$ cat config.mk
export PLATFORM = sky130hd
export DESIGN_NAME = uart_tx_word_fifo
export DESIGN_NICKNAME = d
export VERILOG_FILES = /design/src/rtl/uart_tx_word_fifo.sv
export SDC_FILE = /design/constraint.sdc
export NUM_CORES = 1
export LEC_CHECK = 0
export CORE_AREA = 2 2 271 273
export CTS_CLUSTER_DIAMETER = 80
export DETAILED_ROUTE_END_ITERATION = 7
export DIE_AREA = 0 0 273 275
export HOLD_SLACK_MARGIN = 0.12
export SETUP_SLACK_MARGIN = 0.15
export SLEW_MARGIN = 30
export SYNTH_ARGS = -nofsm -noshare
export SYNTH_HDL_FRONTEND = slang
export SYNTH_SLANG_ARGS = --single-unit
export TNS_END_PERCENT = 20
$ cat constraint.sdc
create_clock -name clk -period 4.44 [get_ports clk]
set_input_delay 0.888 -clock clk [delete_from_list [all_inputs] [get_ports clk]]
set_output_delay 0.888 -clock clk [all_outputs]
set_load 0.02 [all_outputs]
$ cat src/rtl/uart_tx_word_fifo.sv
// Word-wide transmit queue feeding the 32-bit UART word transmitter.
// Buffers reply words and launches one transfer per word, in push order, while the transmitter is idle.
module uart_tx_word_fifo #(
  parameter int DEPTH = 16,
  parameter int CNT_W = $clog2(DEPTH) + 1
) (
  input  logic             clk,
  input  logic             rst,
  input  logic             push,
  input  logic [31:0]      push_data,
  input  logic             flush,
  output logic             full,
  output logic             empty,
  output logic [CNT_W-1:0] count,
  output logic             overflow,
  output logic             tx_start,
  output logic [31:0]      tx_word,
  input  logic             tx_idle
);
  localparam int PTR_W = $clog2(DEPTH);

  typedef enum logic [1:0] {IDLE, LAUNCH, GUARD, WAIT_DONE} state_t;

  state_t           state;
  logic [31:0]      mem [DEPTH];
  logic [PTR_W-1:0] wr_ptr, rd_ptr;
  logic             push_ok, pop;

  assign full    = (count == CNT_W'(DEPTH));
  assign empty   = (count == '0);
  assign push_ok = push & ~full & ~flush;
  assign pop     = (state == IDLE) & ~empty & tx_idle & ~flush;

  always_ff @(posedge clk)
    if (push_ok) mem[wr_ptr] <= push_data;

  always_ff @(posedge clk) begin
    if (rst) begin
      wr_ptr   <= '0;
      rd_ptr   <= '0;
      count    <= '0;
      overflow <= 1'b0;
      tx_start <= 1'b0;
      tx_word  <= '0;
      state    <= IDLE;
    end else begin
      if (push_ok) wr_ptr <= wr_ptr + PTR_W'(1);
      // A flushed push is discarded silently, so it never flags overflow.
      if (push && full && !flush) overflow <= 1'b1;

      if (flush) begin
        count  <= '0;
        rd_ptr <= wr_ptr;
      end else if (push_ok && !pop) begin
        count <= count + CNT_W'(1);
      end else if (!push_ok && pop) begin
        count <= count - CNT_W'(1);
      end

      case (state)
        IDLE: begin
          tx_start <= 1'b0;
          if (pop) begin
            tx_start <= 1'b1;
            tx_word  <= mem[rd_ptr];
            rd_ptr   <= rd_ptr + PTR_W'(1);
            state    <= LAUNCH;
          end
        end
        LAUNCH: begin
          tx_start <= 1'b0;
          state    <= GUARD;
        end
        // Transmitter idle may still read high right after the start pulse.
        GUARD:     state <= WAIT_DONE;
        WAIT_DONE: if (tx_idle) state <= IDLE;
        default:   state <= IDLE;
      endcase
    end
  end
endmodule

# == After elaboration in Yosys (flattened, before gate mapping) ==
# Memory sizes are Yosys's and may differ from the RTL's. A register that Yosys moved wholly into a read port is not among the register bits.
# Cells that the tools add are included.
# op_classes
n_addsub,4
multipliers,0
div,0
n_lt_le_gt_ge,0
eq_ne,6
n_shift,0
muxes,12
bitwise,8
n_reduce_logical,14
# op_table
cell,n
$mux W4,3
$mux W5,2
$add A4 B1 Y4 const B,2
$pmux W2 S4,1
$add A5 B1 Y5 const B,1
$and A1 B1 Y1,5
$eq A5 B5 Y1 const B,1
$logic_not A5 Y1,1
$sub A5 B1 Y5 const B,1
$eq A2 B2 Y1 const B,2
$logic_and A1 B1 Y1,4
$mux W2,2
$ne A2 B2 Y1 const B,2
$reduce_and A2 Y1,2
$reduce_bool A2 Y1,2
$logic_not A1 Y1,3
$mux W1,3
$not A1 Y1,3
$eq A2 B1 Y1 const B,1
$logic_not A2 Y1,1
$pmux W1 S2,1
$reduce_or A2 Y1,1
# word_totals
ff_bits,17
latch_bits,0
ram_bits,512
mem_bits_ro,0
in_bits,37
out_inout_bits,41
elab_cells,51
mem_count,1
# mem_list
name,depth,word_bits,rd,rd_ports_with_merged_regs,wr,line,source
mem,16,32,1,1,1,25,logic [31:0] mem [DEPTH];

# == Logic depth before layout (Yosys ltp) ==
# Gate-level depths: netlist (run 1).
# logic_depth
depth_word,8
depth_mapped,13
mapped_depth_nobuf,13

# == Worst setup path before layout (run 1) ==
# No wires, ideal clock.
# synth_timing
kind,input-to-reg
start,in flush
end,mem mem[3][0] (enable)
setup_ns,0.461
t_arrival_ns,3.835
required_time_ns,3.979
path_slack_ns,0.144
path_stages,5
n_path_buf,1
cell_sequence,inv_1 -> o211a_1 -> clkbuf_1 -> nand2_1 -> nor3_1
# synth_via
elab_chain_len,4
# synth_rtl
element,line,source
from (decl),11,"input logic flush,"
$not A1 Y1,31,assign push_ok = push & ~full & ~flush;
$and A1 B1 Y1,31,
named net push_ok,27,"logic push_ok, pop;"
$mux W1,35,if (push_ok) mem[wr_ptr] <= push_data;
$mux W1 (not written as such),35,
to (decl),25,
# The timed path passes the listed nets, and every way through them passes these cells.

# == Final worst setup path (run 1) ==
# layout_timing
start,reg count[0]
end,reg count[4]
# layout_via
elab_chain_len,8
word_cells_on_any_way,18
cone_classes,add/sub: 2; eq/ne: 1; mux: 2; bitwise: 7; reduce/logical: 6
# layout_rtl
element,line,source
from (decl),14,"output logic [CNT_W-1:0] count,"
from (signal assigned),55,count <= count + CNT_W'(1);
from (signal assigned),57,count <= count - CNT_W'(1);
$logic_not A5 Y1,30,assign empty = (count == '0);
$not A1 Y1,32,assign pop = (state == IDLE) & ~empty & tx_idle & ~flush;
$and A1 B1 Y1 (3 in a row),32,
$logic_not A1 Y1,54,end else if (push_ok && !pop) begin
$logic_and A1 B1 Y1,54,
$mux W5 / $reduce_bool A2 Y1 (equally long branches),--,
# Several ways; a longest one is shown, not always the timed one. The select of a mux whose other input is x is not followed.
# A chain may end at the register's enable or synchronous reset.

==> summary.txt, run 1 <==
STA
  – Setup TNS Final: 0 ns
  – Minimum clock period: 3.442 ns
  – Unrepaired setup endpoints after global routing: no
  – Clock Skews: 0.01286 ns
  – Pins Over Slew Limit: 0
  – Final period util: 0.7751
  – Fmax: 290.6 MHz
  – Relative max-transition margin: 0.5524
  – Setup Viol. Count Final: 0
  – Final hold viol count: 0
  – Hold Slack: slightly below 0.5 ns
  – Slew @ Worst Pin: 0.6715 ns

Setup path
  – CP startpoint kind: flop
  – Reg-to-reg startpoint: count[0]$_SDFFE_PP0P_
  – Path depth of the worst reg2reg path: 12
  – Critical setup path kind: flop to flop
  – CP Capture Type: flop
  – R2r endpoint: count[4]$_SDFFE_PP0P_
  – Critical Path RT: 4.99 ns
  – CP Data Arrival Time: 3.99 ns
  – Reg2reg setup slack: 1.0 ns
  – Crit path max fanout: 7
  – Worst setup startpoint: count[0]$_SDFFE_PP0P_

Yosys
  – Cell area after synthesis: 21530 um2
  – Post-synthesis sequential area ratio: 0.7598
  – Syn_nets: between 1000 and 1500
  – Gate Count Post-Synth: a little under 1000
  – Synth Flop Type: edfxtp_1
  – Synth top area share: 0.7142
  – Synth warn: 0
  – Yosys reg bits: 561
  – Synthesized area per cell: 21.77 um2
  – Synth area leader: edfxtp_1
  – Post-synth EDFFs: 512
  – Post-synth ARST share: 0
  – Post-synth cell types: 43
  – Synth top area cells: edfxtp_1, mux4_2, dfxtp_1, mux2_2, mux2i_1

Route
  – Total number of vias: 10000
  – Routed len/inst: 21.81 um
  – Final wirelength: around 46000 um
  – 1st-iter DRT viols: 793
  – DRC: 0
  – Remaining antenna violation count: 0
  – Via density: ~4.7
  – DRT Pass-1 Iters: 5

Layout
  – Fin nets: 1156
  – Commonest non-fill, non-tap cells in the layout: edfxtp_1, mux4_2, clkdlybuf4s50_1, clkbuf_16, nor2_1
  – Layout cell share with drive strength beyond 1: 0.2522
  – Area grow syn2layout: 18.33%
  – Commonest non-fill, non-tap cell in the layout: edfxtp_1
  – Finished Cell Area: 25470 um2
  – Cell Count, Final, Fillers Out: ~2100

Global route
  – Antenna violations before repair: 3
  – GRT Total Usage: 0.1229
  – First-pass GRT wire length: 68370 um
  – Pin count of the biggest net entering global routing: 85
  – Vias in the first global route: 10540
  – Global route total overflow: 0

CTS
  – Total CTS buffers: between 50 and 60
  – Clock latency at the later pin of the worst-skew pair: 0.60 ns
  – CTS tree: built
  – CTS sink cnt: 561
  – Worst-path clk slew: about 0.06 ns
  – Root buffer cell: clkbuf_16
  – Setup bufs post-CTS: 0
  – Hold_buf cts: 0
  – Max clock buf depth: 3
  – Clock H-tree levels: 2
  – Post-CTS Resized: 0

Die
  – Die Wd: between 200 and 300 um
  – Chip height: 275 um
  – Starting Density: 0.2976
  – Die area: ~75000 um2
  – # IOs: 78
  – Core Area: between 70000 and 80000 um2
  – Row count: 99

Min path
  – Worst Hold Depth: 2
  – Tightest Hold Check Type: flop to flop
  – Hold Path End: overflow$_SDFFE_PP0P_
  – HP Start: overflow$_SDFFE_PP0P_

Placement
  – GPL Wtd Cong: 0.7113
  – PortBufs: 77
  – DP Area: 23620 um2
  – Dpl cells: approximately 2000
  – DP HPWL: 25090 um

Pwr
  – Total Power: 0.01122 W
  – Cell area power density: 440.4 nW/um2
  – Leakage power: 7.809 nW
  – Max VDD drop: between 0.0003 and 0.0004 V

Outcome
  – Status: completed

Flow run
  – Maxcap violations: 0
-- worst max path at each step --
stage                     slack (ns)  cells after the start                    end
after detailed placement        0.55                     11  count[4]$_SDFFE_PP0P_
after CTS                       1.01                     12  count[4]$_SDFFE_PP0P_
after floorplan                 0.18                      5    mem[0][0]$_DFFE_PP_
after global placement          0.56                     11  count[4]$_SDFFE_PP0P_
after global routing            0.77                     12  count[4]$_SDFFE_PP0P_
final                            1.0                     12  count[4]$_SDFFE_PP0P_
-- metrics by stage --
| stage | utilization | setup slack (ns) |
|---|---|---|
| finish | 0.3521 | 0.9984 |
| CTS | 0.3521 | 1.008 |
| global route | 0.3521 | 0.7681 |
| floorplan | - | 0.1772 |
| detailed placement | 0.3265 | 0.5450 |
| global placement | 0.3265 | 0.5566 |
-- per-layer routing --
metal / GRT usage / routed length (um)
met1: 0.1581 / 19950
met2: 0.2113 / 23100
met3: 0.02776 / 2242
met4: 0.02919 / 785
met5: 0 / 27
-- cells in the mapped netlist (3+ instances only) --
cell           count
buf_2             15
a221o_1           32
nor3_1             7
dfxtp_1           49
a21oi_1            5
ha_1              14
nand2_1            6
mux2_2            32
mux2i_1           35
buf_8              3
inv_1             12
nor2_1            67
edfxtp_1         512
a211oi_1           5
dlygate4sd1_1      3
mux4_1            13
mux4_2           115
xor2_1             4
xnor2_1            4
buf_1              6
buf_6              4
clkbuf_8           5
clkbuf_1          16
-- state kept, by name (all words and copies together), names as in the netlist --
signal and cells:
mem 512, count 5, rd_ptr 4, tx_word 32, overflow 1, state 2
tx_start 1, wr_ptr 4
-- final cells by class --
class                           count  area (um2)
Clock buffer                       80        1595
Timing Repair Buffer              108        1104
Fill cell                        6653       46870
Sequential cell                   561       16370
Inverter                           12       45.04
Tap cell                          959        1200
Antenna cell                        1       2.502
Clock inverter                     30       254.0
Multi-Input combinational cell    363        4905
-- cell families (layout without fill, tap and decap cells) --
kind of cell / count (synthesis) / after routing / share of synthesized area
flops: 561 / 561 / 0.7598
simple gates: 92 / 92 / 0.01808
xor+xnor: 8 / 8 / 0.003255
compound gates: 53 / 53 / 0.02226
buf+inv: 65 / 230 / 0.01837
mux: 195 / 195 / 0.1692
fa+ha+maj: 15 / 15 / 0.009067
other cells: 0 / 1 / 0
-- report_power, final --
group          internal [W]  switching [W]  leakage (nW)
clock               0.00265        0.00202         0.892
combinational      0.000320       0.000350          1.91
sequential          0.00582      0.0000565          5.01
-- worst max-delay path: stages, from the launching register on --
cell and delay [ns]:
dfxtp_1 0.36, or4_1 0.66, o211ai_4 0.35, nor2_1 0.18, inv_1 0.09, ha_1 0.20, inv_1 0.11, ha_1 0.31
nor2b_1 0.15, o21a_1 0.18, or4_1 0.42, a211oi_1 0.25, a31o_2 0.13
No activity file was read; power rests on OpenSTA's default activity.
==> run 2, diff against run 1 <==
==> constraint.sdc (replaced) <==
create_clock -name clk -period 3 [get_ports clk]
set_input_delay 0.6 -clock clk [delete_from_list [all_inputs] [get_ports clk]]
set_output_delay 0.6 -clock clk [all_outputs]
set_load 0.02 [all_outputs]
==> run 2 against run 1 <==
- clock skew grew 0.022 ns
- wire length shrank 0.26%
- critical endpoint unchanged
- clock power grew 54%
- clock-buffer cell count grew 3
- cell area grew 2.3%
- core utilization grew 0.82 points
- hold slack lost 0.017 ns
- largest power group unchanged
- non-clock buffer count grew 30
- sequential cell count is the same
- fmax grew 24%
- critical path depth is the same
- combinational power grew 55%
==> summary.txt, run 2 (same netlist as run 1, synthesis figures left out) <==
STA
  – Slew @ Worst Pin: 0.6220 ns (was 0.6715 ns)
  – Setup Viol. Count Final: 0 (unchanged)
  – Pins Over Slew Limit: 0 (unchanged)
  – Hold Slack: 0.4732 ns (was 0.4900 ns)
  – Clock Skews: 0.03451 ns (was 0.01286 ns)
  – Minimum clock period: 2.785 ns (was 3.442 ns)
  – Final period util: 0.9282 (was 0.7751)
  – Relative max-transition margin: 0.5848 (was 0.5524)
  – Unrepaired setup endpoints after global routing: no (unchanged)
  – Fmax: 359.1 MHz (was 290.6 MHz)
  – Final hold viol count: 0 (unchanged)

Placement
  – DP HPWL: 26430 um (was 25090 um)
  – Dpl cells: 2033 (was 2003)
  – DP Area: 24080 um2 (was 23620 um2)
  – PortBufs: 77 (unchanged)
  – GPL Wtd Cong: 0.7491 (was 0.7113)

Die
  – Core Area: 72340 um2 (unchanged)
  – # IOs: 78 (unchanged)
  – Starting Density: 0.2976 (unchanged)
  – Die Wd: 273 um (unchanged)
  – Chip height: 275 um (unchanged)
  – Row count: 99 (unchanged)
  – Die area: 75080 um2 (unchanged)

Layout
  – Number of flip-flops in the largest register: 512 (unchanged)
  – Commonest non-fill, non-tap cells in the layout: edfxtp_1, mux4_2, clkdlybuf4s50_1, clkbuf_16, nor2_1 (unchanged)
  – Largest registers: mem (512), tx_word (32), count (5) (unchanged)
  – Reg with most FFs: mem (unchanged)
  – Cell Count, Final, Fillers Out: 2141 (was 2114)
  – Finished Cell Area: 26060 um2 (was 25470 um2)
  – Inserted Diodes: 0 (was 1)
  – Area grow syn2layout: 21.07% (was 18.33%)
  – Layout cell share with drive strength beyond 1: 0.2766 (was 0.2522)
  – Fin nets: 1185 (was 1156)
  – Commonest non-fill, non-tap cell in the layout: edfxtp_1 (unchanged)

Outcome
  – Status: completed (unchanged)

Setup path
  – Critical path's slowest cell: or4_4 (was or4_1)
  – CP Data Arrival Time: 3.34 ns (was 3.99 ns)
  – Crit path largest cell delay: 0.58 ns (was 0.66 ns)
  – CP Capture Type: flop (unchanged)
  – Critical setup path kind: flop to flop (unchanged)
  – Crit path cell chain: or4_4, o211ai_4, nor2_2, inv_2, ha_4, inv_1, ha_4, nor2b_2, o21a_1, or4_4, a211oi_2, a31o_2 (was or4_1, o211ai_4, nor2_1, inv_1, ha_1, inv_1, ha_1, nor2b_1, o21a_1, or4_1, a211oi_1, a31o_2)
  – WP buf/inv: 2 (unchanged)
  – CP startpoint kind: flop (unchanged)
  – Crit path max-delay family: simple AND/OR/NAND/NOR gates (unchanged)
  – Crit path max fanout: 5 (was 7)
  – Critical Path RT: 3.55 ns (was 4.99 ns)

Pwr
  – P_sw: 0.003564 W (was 0.002431 W)
  – Internal power: 0.01336 W (was 0.008787 W)
  – Logic pwr share: 0.062 (was 0.060)
  – Leakage power: 8.039 nW (was 7.809 nW)
  – Clock share of power: 0.425 (was 0.417)
  – Sequential share of power: 0.514 (was 0.523)
  – Total Power: 0.01692 W (was 0.01122 W)
  – Max VDD drop: 0.0004937 V (was 0.0003220 V)
  – Cell area power density: 649.2 nW/um2 (was 440.4 nW/um2)
  – Sw frac: 0.2107 (was 0.2167)

Route
  – DRC: 0 (unchanged)
  – Routed len/inst: 21.48 um (was 21.81 um)
  – DRT Pass-1 Iters: 4 (was 5)
  – Total number of vias: 10070 (was 10000)
  – Via density: 4.705 (was 4.731)
  – Final wirelength: 45980 um (was 46100 um)
  – Remaining antenna violation count: 0 (unchanged)
  – 1st-iter DRT viols: 623 (was 793)

CTS
  – Max clock buf depth: 3 (unchanged)
  – CTS sink cnt: 561 (unchanged)
  – Clock latency at the later pin of the worst-skew pair: 0.64 ns (was 0.60 ns)
  – Hold_buf cts: 0 (unchanged)
  – Root buffer cell: clkbuf_16 (unchanged)
  – Clock H-tree levels: 2 (unchanged)
  – Total CTS buffers: 57 (was 58)
  – Worst-path clk slew: 0.06 ns (about the same)
  – CTS tree: built (unchanged)

Global route
  – Pin count of the biggest net entering global routing: 35 (was 85)
  – Antenna violations before repair: 1 (was 3)
  – GRT Total Usage: 0.1237 (was 0.1229)
  – First-pass GRT wire length: 69190 um (was 68370 um)
  – Global route total overflow: 0 (unchanged)
  – Vias in the first global route: 10670 (was 10540)

Min path
  – Tightest Hold Check Type: flop to flop (unchanged)

Flow run
  – Maxcap violations: 0 (unchanged)
-- run 2: changes by cell type in the layout (fill, tap and decap cells not counted), moves of 3 or more --
cell and delta:
buf_12 +18, buf_4 +12, bufinv_16 +4, clkbuf_8 +3, clkinv_2 -3, ha_1 -3, ha_4 +3, nor3_2 -3
nor3_4 +3
-- run 2: final cells by class --
class | instances | area (um2)
fillers | 6673 | 46280
repair buffers | 138 | 1551
flip-flops and latches | 561 | 16370
multi-input cells | 363 | 4974
clock inverters | 25 | 331.6
inverters | 12 | 45.04
clock buffers | 83 | 1594
well taps | 959 | 1200
-- run 2: metal layers --
| metal | GRT usage | routed length [um] | vias up |
|---|---|---|---|
| met1 | 0.1567 | 19430 | 5410 |
| met4 | 0.03149 | 847 | 2 |
| met3 | 0.02514 | 2513 | 60 |
| met5 | 0 | 11 | - |
| li1 | - | - | 4416 |
| met2 | 0.2167 | 23180 | 186 |
-- run 2: per-stage QoR --
stage	setup TNS, ns	utilization	worst slack [ns]
6_report	0	0.3603	0.2154
5_1_grt	0	0.3603	0.1416
4_1_cts	0	0.3596	0.08442
3_3_place_gp	-0.1099	0.3329	-0.1099
3_5_place_dp	-0.1235	0.3329	-0.1235
2_1_floorplan	-59.03	-	-0.1772
-- run 2: final timing paths --
check / from / endpoint / slack, ns / cells after the start
worst min register to register: overflow$_SDFFE_PP0P_ / overflow$_SDFFE_PP0P_ / 0.47 / 2
worst max register to register: count[1]$_SDFFE_PP0P_ / count[4]$_SDFFE_PP0P_ / 0.22 / 12
worst min-delay path: overflow$_SDFFE_PP0P_ / overflow$_SDFFE_PP0P_ / 0.47 / 2
worst max-delay path: count[1]$_SDFFE_PP0P_ / count[4]$_SDFFE_PP0P_ / 0.22 / 12
-- run 2: tightest hold or removal path: stages (launching register included) --
cell and delay, ns:
dfxtp_1 0.33, a31oi_1 0.04, nor2_1 0.07
-- run 2: power by group through the flow --
stage	combinational, W	clock [W]	sequential [W]
after detailed placement	0.00105	0	0.00886
final	0.00104	0.00719	0.00869
after global placement	0.00103	0	0.00885
after floorplan	0.000632	0	0.00884
after global routing	0.00113	0.00768	0.00870
after CTS	0.00105	0.00738	0.00869
-- run 2: what timing repair did --
item	in CTS	in global routing
pin swaps	0	3
gates resized for setup	3	9
hold endpoints to repair	0	0
buffers inserted	0	0
endpoints found under the setup margin	3	1
==> run 3, diff against run 2 <==
--- a/config.mk
+++ b/config.mk
@@ -5,10 +5,10 @@
 export SDC_FILE = /design/constraint.sdc
 export NUM_CORES = 1
 export LEC_CHECK = 0
-export CORE_AREA = 2 2 271 273
+export CORE_AREA = 2 2 252 254
 export CTS_CLUSTER_DIAMETER = 80
 export DETAILED_ROUTE_END_ITERATION = 7
-export DIE_AREA = 0 0 273 275
+export DIE_AREA = 0 0 254 256
 export HOLD_SLACK_MARGIN = 0.12
 export SETUP_SLACK_MARGIN = 0.15
 export SLEW_MARGIN = 30
==> constraint.sdc (replaced) <==
create_clock -name clk -period 2.28 [get_ports clk]
set_input_delay 0.456 -clock clk [delete_from_list [all_inputs] [get_ports clk]]
set_output_delay 0.456 -clock clk [all_outputs]
set_load 0.02 [all_outputs]
==> run 3 against run 2 <==
- the run now ends with setup timing left
- sequential share of layout area shrank 1.5 points
- sequential cell count is the same
- sequential power grew 31%
- die area shrank 13%
- core utilization grew 6.8 points
- critical endpoint unchanged
==> summary.txt, run 3 (same netlist as run 1, synthesis figures left out) <==
Outcome
  – Violated checks: setup timing
  – Status: complete, but fails checks (was completed)

STA
  – Fmax: 368.0 MHz (was 359.1 MHz)
  – Clock Skews: 0.05461 ns (was 0.03451 ns)
  – Slew @ Worst Pin: 0.6791 ns (was 0.6220 ns)
  – Unrepaired setup endpoints after global routing: yes (was no)
  – Pins Over Slew Limit: 0 (unchanged)
  – Setup Viol. Count Final: 37 (was 0)
  – Setup WS post-layout: -0.4373 ns (was 0.2154 ns)
  – Final period util: 1.192 (was 0.9282)
  – Setup TNS Final: -2.783 ns (was 0 ns)
  – Relative max-transition margin: 0.5459 (was 0.5848)
  – Minimum clock period: 2.717 ns (was 2.785 ns)
  – Final hold viol count: 0 (unchanged)

Layout
  – Commonest non-fill, non-tap cell in the layout: edfxtp_1 (unchanged)
  – Area grow syn2layout: 24.03% (was 21.07%)
  – Layout cell share with drive strength beyond 1: 0.3260 (was 0.2766)
  – Finished Cell Area: 26700 um2 (was 26060 um2)
  – Reg with most FFs: mem (unchanged)
  – Inserted Diodes: 0 (unchanged)
  – Finished Core Util: 0.4279 (was 0.3603)
  – Fin nets: 1230 (was 1185)
  – Storage cell area: 16380 um2 (was 16370 um2)
  – Commonest non-fill, non-tap cells in the layout: edfxtp_1, mux4_2, clkbuf_16, buf_4, nor2_1 (was edfxtp_1, mux4_2, clkdlybuf4s50_1, clkbuf_16, nor2_1)
  – Largest registers: mem (512), tx_word (32), count (5) (unchanged)
  – Number of flip-flops in the largest register: 512 (unchanged)
  – # fillers: 5479 (was 6673)
  – Area of the multi-input gates: 5037 um2 (was 4974 um2)

Setup path
  – Critical Path RT: 2.83 ns (was 3.55 ns)
  – CP startpoint kind: flop (unchanged)
  – Critical setup path kind: flop to flop (unchanged)
  – Crit path max fanout: 3 (was 5)
  – CP Data Arrival Time: 3.27 ns (was 3.34 ns)
  – CP Capture Type: flop (unchanged)

Global route
  – GRT Total Usage: 0.1501 (was 0.1237)
  – Vias in the first global route: 11090 (was 10670)
  – First-pass GRT wire length: 72130 um (was 69190 um)
  – Global route total overflow: 0 (unchanged)
  – Pin count of the biggest net entering global routing: 56 (was 35)
  – Antenna violations before repair: 0 (was 1)

CTS
  – Clock H-tree levels: 2 (unchanged)
  – Total CTS buffers: 57 (unchanged)
  – Hold_buf cts: 0 (unchanged)
  – Clock latency at the later pin of the worst-skew pair: 0.66 ns (was 0.64 ns)
  – Root buffer cell: clkbuf_16 (unchanged)
  – CTS sink cnt: 561 (unchanged)
  – CTS tree: built (unchanged)
  – Max clock buf depth: 3 (unchanged)
  – Worst-path clk slew: 0.06 ns (about the same)

Placement
  – DP Area: 24410 um2 (was 24080 um2)
  – PortBufs: 77 (unchanged)
  – DP HPWL: 27230 um (was 26430 um)
  – GPL Wtd Cong: 0.7360 (was 0.7491)

Die
  – Chip height: 256 um (was 275 um)
  – Row count: 92 (was 99)
  – Starting Density: 0.3450 (was 0.2976)
  – # IOs: 78 (unchanged)
  – Die Wd: 254 um (was 273 um)
  – Core Area: 62390 um2 (was 72340 um2)
  – Die area: 65020 um2 (was 75080 um2)

Pwr
  – Leakage power: 8.789 nW (was 8.039 nW)
  – Total Power: 0.02251 W (was 0.01692 W)
  – Cell area power density: 843.1 nW/um2 (was 649.2 nW/um2)
  – Max VDD drop: 0.0006069 V (was 0.0004937 V)

Route
  – Remaining antenna violation count: 0 (unchanged)
  – Total number of vias: 10260 (was 10070)
  – DRC: 0 (unchanged)
  – Routed len/inst: 23.04 um (was 21.48 um)
  – Final wirelength: 47760 um (was 45980 um)
  – Via density: 4.950 (was 4.705)
  – DRT Pass-1 Iters: 5 (was 4)
  – 1st-iter DRT viols: 743 (was 623)

Flow run
  – Maxcap violations: 0 (unchanged)

Min path
  – Tightest Hold Check Type: flop to flop (unchanged)
[run 3: cell types whose count changed in the layout (fill, tap and decap cells not counted), moves of 4 or more]
cell / before / now
buf_16: 0 / 4
clkinv_2: 6 / 16
dlymetal6s2s_1: 0 / 17
buf_12: 26 / 39
dfxtp_1: 46 / 42
dlygate4sd2_1: 2 / 9
buf_6: 0 / 10
buf_4: 35 / 55
clkdlybuf4s50_1: 75 / 49
clkinv_1: 4 / 0
clkbuf_1: 19 / 10
[run 3: critical path, cell delays in order (launching register included)]
cell and delay (ns):
dfxtp_2 0.32, or4_4 0.56, o211ai_4 0.24, nor2_4 0.07, inv_2 0.06, ha_4 0.13, inv_2 0.05, ha_4 0.21
nor2b_4 0.12, o21a_1 0.17, or4_4 0.43, a211oi_2 0.20, a31o_2 0.12
[run 3: metal layers]
metal	GRT usage	part of all wire
met4	0.03431	0.017
met1	0.2060	0.45
met3	0.02787	0.045
met5	0	0
met2	0.2483	0.49
[run 3: timing repair]
item                       4_1_cts  5_1_grt
gates resized for setup         36       28
gates cloned                     4        0
pin swaps                        8        5
setup endpoints to repair      348      298
setup buffers                    3        3
[run 3: layout make-up]
| cell class | instances | share of cell area |
|---|---|---|
| Clock buffer | 77 | 0.05998 |
| Clock inverter | 31 | 0.01429 |
| Inverter | 12 | 0.001687 |
| Multi-Input combinational cell | 363 | 0.1887 |
| Sequential cell | 561 | 0.6134 |
| Tap cell | 846 | 0.03965 |
| Timing Repair Buffer | 183 | 0.08234 |
[run 3: report_power, final]
part / switching (W) / internal [W] / total, W
sequential: 0.0000656 / 0.0113 / 0.0114
clock: 0.00401 / 0.00556 / 0.00957
combinational: 0.000773 / 0.000778 / 0.00155
total: 0.00484 / 0.0177 / 0.0225
[run 3: worst paths after layout]
check,end,slack [ns],cells after the start,start
min reg2reg,overflow$_SDFFE_PP0P_,0.49,2,overflow$_SDFFE_PP0P_
min,overflow$_SDFFE_PP0P_,0.49,2,overflow$_SDFFE_PP0P_
max,count[4]$_SDFFE_PP0P_,-0.44,12,count[3]$_SDFFE_PP0P_
max reg2reg,count[4]$_SDFFE_PP0P_,-0.44,12,count[3]$_SDFFE_PP0P_
[run 3: stage by stage]
step | instances | setup slack (ns) | hold slack (ns)
after floorplan | 989 | -0.6282 | 0.5175
after global placement | 1955 | -0.5098 | 0.4681
after detailed placement | 1955 | -0.5585 | 0.4714
after CTS | 2070 | -0.4517 | 0.4865
after global routing | 2073 | -0.5222 | 0.5174
final | 2073 | -0.4373 | 0.4886
